**config.mk**
```make
export PLATFORM = sky130hd
export DESIGN_NAME = uart_row_sender
export DESIGN_NICKNAME = d
export VERILOG_FILES = /design/src/rtl/uart_row_sender.sv
export SDC_FILE = /design/constraint.sdc
export NUM_CORES = 2
export LEC_CHECK = 0
export CORE_AREA = 4 4 767 769
export CTS_BUF_LIST = sky130_fd_sc_hd__clkbuf_8
export DETAILED_ROUTE_END_ITERATION = 12
export DIE_AREA = 0 0 771 773
export GPL_TIMING_DRIVEN = 1
export SLEW_MARGIN = 20
export SYNTH_ARGS = -nofsm -noshare
export SYNTH_HDL_FRONTEND = slang
export SYNTH_SLANG_ARGS = --single-unit
```
**constraint.sdc**
```tcl
create_clock -name clk -period 59.6 [get_ports clk]
set_input_delay 14.9 -clock clk [delete_from_list [all_inputs] [get_ports clk]]
set_output_delay 14.9 -clock clk [all_outputs]
set_load 0.03 [all_outputs]
```
**src/rtl/uart_row_sender.sv**
```systemverilog
// Host-side pixel-row UART transmitter: sends start/row/payload/end bytes,
// checks each acknowledge byte and reports a final status with a done pulse.
module uart_row_sender #(
  parameter int         DATA_BYTES            = 241,
  parameter logic [7:0] ANSWER_CODE_TAKE_ROW  = 8'hCC,
  parameter logic [7:0] ANSWER_CODE           = 8'hAA,
  parameter logic [7:0] END_WORD              = 8'hDD,
  parameter logic [7:0] SUCCESSFULLY_RECEIVED = 8'hBC,
  parameter logic [7:0] NOT_ALL_RECEIVED      = 8'h11,
  parameter int         TIMEOUT_CYCLES        = 1_000_000
) (
  input  logic                    clk,
  input  logic                    rst_n,
  input  logic                    start,
  input  logic [8:0]              row,
  input  logic [8*DATA_BYTES-1:0] row_data,
  output logic [7:0]              tx_data,
  output logic                    tx_start,
  input  logic                    tx_busy,
  input  logic [7:0]              rx_data,
  input  logic                    rx_valid,
  output logic                    busy,
  output logic                    done,
  output logic                    ok,
  output logic [1:0]              err_code
);

  localparam int IDX_W = (DATA_BYTES > 1) ? $clog2(DATA_BYTES) : 1;
  localparam int CNT_W = $clog2(TIMEOUT_CYCLES + 1);
  localparam logic [IDX_W-1:0] LAST_IDX    = IDX_W'(DATA_BYTES - 1);
  localparam logic [CNT_W-1:0] TIMEOUT_VAL = CNT_W'(TIMEOUT_CYCLES);

  localparam logic [1:0] ERR_BAD_ACK = 2'd1;
  localparam logic [1:0] ERR_TIMEOUT = 2'd2;
  localparam logic [1:0] ERR_REJECT  = 2'd3;

  typedef enum logic [3:0] {
    IDLE,
    SEND_START,
    ACK_START,
    SEND_ROW,
    ACK_ROW,
    SEND_DATA,
    ACK_DATA,
    SEND_END,
    WAIT_RESULT,
    FINISH
  } state_t;

  state_t           state;
  logic [7:0]       row_lo_q;
  logic [7:0]       payload_q [DATA_BYTES];
  logic [IDX_W-1:0] idx;
  logic [IDX_W-1:0] idx_next;
  logic [CNT_W-1:0] wait_cnt;
  logic             tx_guard;
  logic             send_state;
  logic             wait_state;
  logic             timed_out;
  logic [7:0]       ack_expect;

  // The guard blocks a strobe in the cycle right after the previous one,
  // before the UART has had a chance to raise tx_busy.
  assign send_state = state inside {SEND_START, SEND_ROW, SEND_DATA, SEND_END};
  assign wait_state = state inside {ACK_START, ACK_ROW, ACK_DATA, WAIT_RESULT};
  assign tx_start   = send_state && !tx_busy && !tx_guard;
  assign timed_out  = (wait_cnt == TIMEOUT_VAL);
  assign ack_expect = (state == ACK_DATA) ? ANSWER_CODE : ANSWER_CODE_TAKE_ROW;
  assign idx_next   = idx + IDX_W'(1);

  always_ff @(posedge clk) begin
    if (rst_n && state == IDLE && start) begin
      for (int k = 0; k < DATA_BYTES; k++) begin
        payload_q[k] <= row_data[8*k +: 8];
      end
    end
  end

  always_ff @(posedge clk) begin
    if (!rst_n) begin
      state    <= IDLE;
      row_lo_q <= '0;
      idx      <= '0;
      wait_cnt <= '0;
      tx_guard <= 1'b0;
      tx_data  <= '0;
      busy     <= 1'b0;
      done     <= 1'b0;
      ok       <= 1'b0;
      err_code <= '0;
    end else begin
      tx_guard <= tx_start;
      done     <= 1'b0;
      case (state)
        IDLE: begin
          if (start) begin
            row_lo_q <= row[7:0];
            idx      <= '0;
            ok       <= 1'b0;
            err_code <= '0;
            busy     <= 1'b1;
            tx_data  <= {7'b0, row[8]};
            state    <= SEND_START;
          end
        end

        SEND_START, SEND_ROW, SEND_END: begin
          if (tx_start) begin
            wait_cnt <= '0;
            case (state)
              SEND_START: state <= ACK_START;
              SEND_ROW:   state <= ACK_ROW;
              default:    state <= WAIT_RESULT;
            endcase
          end
        end

        // The last payload byte is not acknowledged; END_WORD follows directly.
        SEND_DATA: begin
          if (tx_start) begin
            wait_cnt <= '0;
            if (idx == LAST_IDX) begin
              tx_data <= END_WORD;
              state   <= SEND_END;
            end else begin
              state <= ACK_DATA;
            end
          end
        end

        FINISH: begin
          busy  <= 1'b0;
          state <= IDLE;
        end

        default: begin
          if (!wait_state) begin
            state <= IDLE;
          end else if (rx_valid) begin
            if (state == WAIT_RESULT) begin
              if (rx_data == SUCCESSFULLY_RECEIVED) ok <= 1'b1;
              else                                  err_code <= ERR_REJECT;
              done  <= 1'b1;
              state <= FINISH;
            end else if (rx_data != ack_expect) begin
              err_code <= ERR_BAD_ACK;
              done     <= 1'b1;
              state    <= FINISH;
            end else begin
              case (state)
                ACK_START: begin
                  tx_data <= row_lo_q;
                  state   <= SEND_ROW;
                end
                ACK_ROW: begin
                  tx_data <= payload_q[0];
                  state   <= SEND_DATA;
                end
                default: begin
                  idx     <= idx_next;
                  tx_data <= payload_q[idx_next];
                  state   <= SEND_DATA;
                end
              endcase
            end
          end else if (timed_out) begin
            err_code <= ERR_TIMEOUT;
            done     <= 1'b1;
            state    <= FINISH;
          end else begin
            wait_cnt <= wait_cnt + CNT_W'(1);
          end
        end
      endcase
    end
  end

endmodule

```
==> out/summary.txt <==
Crit path max-delay family - buffers and inverters
Starting Density - 13.27%
Setup-failing EPs final - 0
Hold Crit Class - register to register
Die ar. - 596000 sq um
Crit path required time - 44.70 ns
P_leak - 35.34 nW
Pre-antenna DRT Iters - 6
H-Tree Depth - 5
Post-synthesis cell type count - 83
Area after DPL - 106600 sq um
Die width - 771 um
CTS clock-pin slew for the worst setup and hold paths - 0.05 ns
WL per Instance - 29.09 um
Cell taking the most area after synthesis - edfxtp_1
Tcrit/Tclk final - 53.20%
Register area share after synthesis - 76.51%
Cell Area, Synth - 77080 sq um
Ys flop type - edfxtp_1
Top cells by count, synth - 1928 x edfxtp_1, 527 x nand2_1, 418 x mux4_2, 168 x nand3_1, 88 x mux2i_1
DRC - 0
Clock Skew - 0.07611 ns
Unrepaired setup endpoints after global routing - no
Tmin final - 31.71 ns
Clk buf depth - 4
RD Place Congestion - 0.8174
Routed vias - 48.82k
Buf/Inv on CP - 2
Pwr Total - 4.008 mW
Post-cts sizing count - 0
Initial drt markers - 3657
Post-Syn Instances - 3917
Sink Count - 1982
TNS Setup - 0 ns
Worst-Margin Slew - 1.382 ns
Final hold slack - 0.4724 ns
# port buffers - 1963
Crit Path Class - input port to primary output
Worst slew margin - 7.415%
IO Count - 1964
Status - complete, no violations
Number of synthesized register bits - 1982
Clk root buf - clkbuf_8
Peak supply drop - 0.00002070 V
Drt total wl - 416.1 mm
Final nets - 8114
Ranking of synthesized cells by area - edfxtp_1 75%, mux4_2 12%, nand2_1 2.6%
Gr ovfl total - 0
Number of synthesized flops with an enable pin - 1928
CP cell instances - clkdlybuf4s50_1 -> nor4_4 -> buf_4
CTS tree - built
Die height - 773 um
Cell row count - 280
Fmax - 31.54 MHz
Share of cells above drive strength 1 - 17.04%
Synth top area share - 75.11%
Hold-fix buffers, CTS - 0
Top-count cell post-synth - edfxtp_1
Critical path's slowest cell - clkdlybuf4s50_1
Total GRT Usage - 13.32%
Pwr/cell area - 35.23 nW/um^2
Core footprint - 580900 sq um
Area Growth Syn to Fin - 47.58%
Vias in the first global route - 50.71k
# Max-Cap Violations - 0
Async SR Flop Fraction - 0%
Crit path DAT - 16.81 ns
Startpoint Class - input port
Mapped Nets - 5871
Hpwl dp - 334.0 mm
CTS buffer count - 355
Final hold violation count - 0
Largest net degree at the start of global routing - 182
Drt via density - 3.412
Avg Inst Size Synth - 19.68 sq um
Clock latency on the worst-skew pair - 1.11 ns
Initial antenna violation count - 221
Fin. max-slew vios - 0
Top fanout value on the critical path - 10
First-pass GRT wire length - 517.2 mm
Crit. End Element - primary output
Final ANT Viol Nets - 0
Final non-filler cell area - 113800 sq um
Post-CTS setup buffers - 0
Synth warnings - 0
Worst path max stage delay - 0.74 ns
Fillers - 62.21k
[placed cells by master, fill, tap and decap left out, drive strengths merged, types with 5 or more instances in the layout]
master and count:
and3 7, edfxtp 1928, clkinv 148, and2 15
clkbuf 362, or2 5, mux4 424, a32o 10
clkinvlp 8, mux2i 88, a31oi 48, nor2b 11
diode 109, bufinv 15, a32oi 47, nor4bb 5
nor4 18, o2111ai 5, a22oi 11, a21oi 47
nand2 527, xor2 13, nand4 26, xnor2 9
a21boi 15, a41oi 7, nand3 169, nor2 51
nor3 12, a22o 5, dfxtp 54, inv 121
o21ai 37, a311oi 8, buf 142, or3 10
a221oi 6, clkdlybuf4s50 1961
[flip-flops by register name, indices dropped and copies added, names as in the netlist]
name	cells
payload_q	1928
wait_cnt	20
idx	8
row_lo_q	8
tx_data	8
state	4
err_code	2
busy	1
done	1
ok	1
tx_guard	1
[where the power goes]
| group | total [mW] | switching (mW) | internal [mW] |
|---|---|---|---|
| logic | 0.906 | 0.541 | 0.365 |
| registers | 1.83 | 0.0640 | 1.77 |
| clock network | 1.27 | 0.632 | 0.641 |
[metrics by stage]
step                      setup WS [ns]  instances  utilization, %
after floorplan                   20.22       3917               -
after global placement            27.72      13557           18.35
after detailed placement          27.65      13558           18.36
after CTS                         27.64      14198           19.54
after global routing              27.66      14261           19.57
final                             27.89      14307           19.58
[worst paths after layout]
check / startpoint / endpoint / slack, ns / cells after the start
worst max register to register: idx[0] / tx_data[3] / 52.58 / 11
worst min register to register: row_lo_q[1] / row_lo_q[1] / 0.47 / 2
worst max-delay path: tx_busy / tx_start / 27.89 / 3
worst min-delay path: row_lo_q[1] / row_lo_q[1] / 0.47 / 2
[worst register-to-register path, stage by stage, from the launching register on]
cell and delay, ns:
dfxtp_4 0.83, inv_4 0.44, ha_4 0.91, buf_4 0.62, buf_4 0.67, buf_4 0.66
mux4_2 0.53, mux2i_1 0.52, a221oi_1 0.25, a2111oi_2 1.02, nor4b_1 0.35, a211oi_1 0.08
[cell families (layout without fill, tap and decap cells)]
family | count (synthesis) | in the layout | synth area share [%]
adders and majority gates | 4 | 4 | 0.06493
xor gates and xnor gates | 22 | 22 | 0.2743
other | 0 | 109 | 0
AOI/OAI and AO/OA | 289 | 289 | 2.738
and+or+nand+nor | 875 | 875 | 5.046
buffers and inverters | 231 | 2757 | 1.777
muxes | 514 | 514 | 13.59
DFF | 1982 | 1982 | 76.51
[area by class of cell]
cell class / count / area [sq um] / share of cell area [%]
inverters: 14 / 55.05 / 0.04839
clock inverters: 278 / 1851 / 1.627
clock buffers: 362 / 4982 / 4.380
well taps: 7755 / 9703 / 8.529
flip-flops and latches: 1982 / 58980 / 51.85
diodes: 109 / 272.8 / 0.2398
repair buffers: 2103 / 20820 / 18.30
multi-input cells: 1704 / 17100 / 15.03
[metal layers]
layer	track usage, %	share of wire (%)	up-vias
met5	0	0.13	-
met4	5.216	4.4	84
met3	4.490	9.5	691
met2	22.66	48	2662
met1	15.35	38	24705
li1	-	-	20678
No activity file was read; power rests on OpenSTA's default activity.
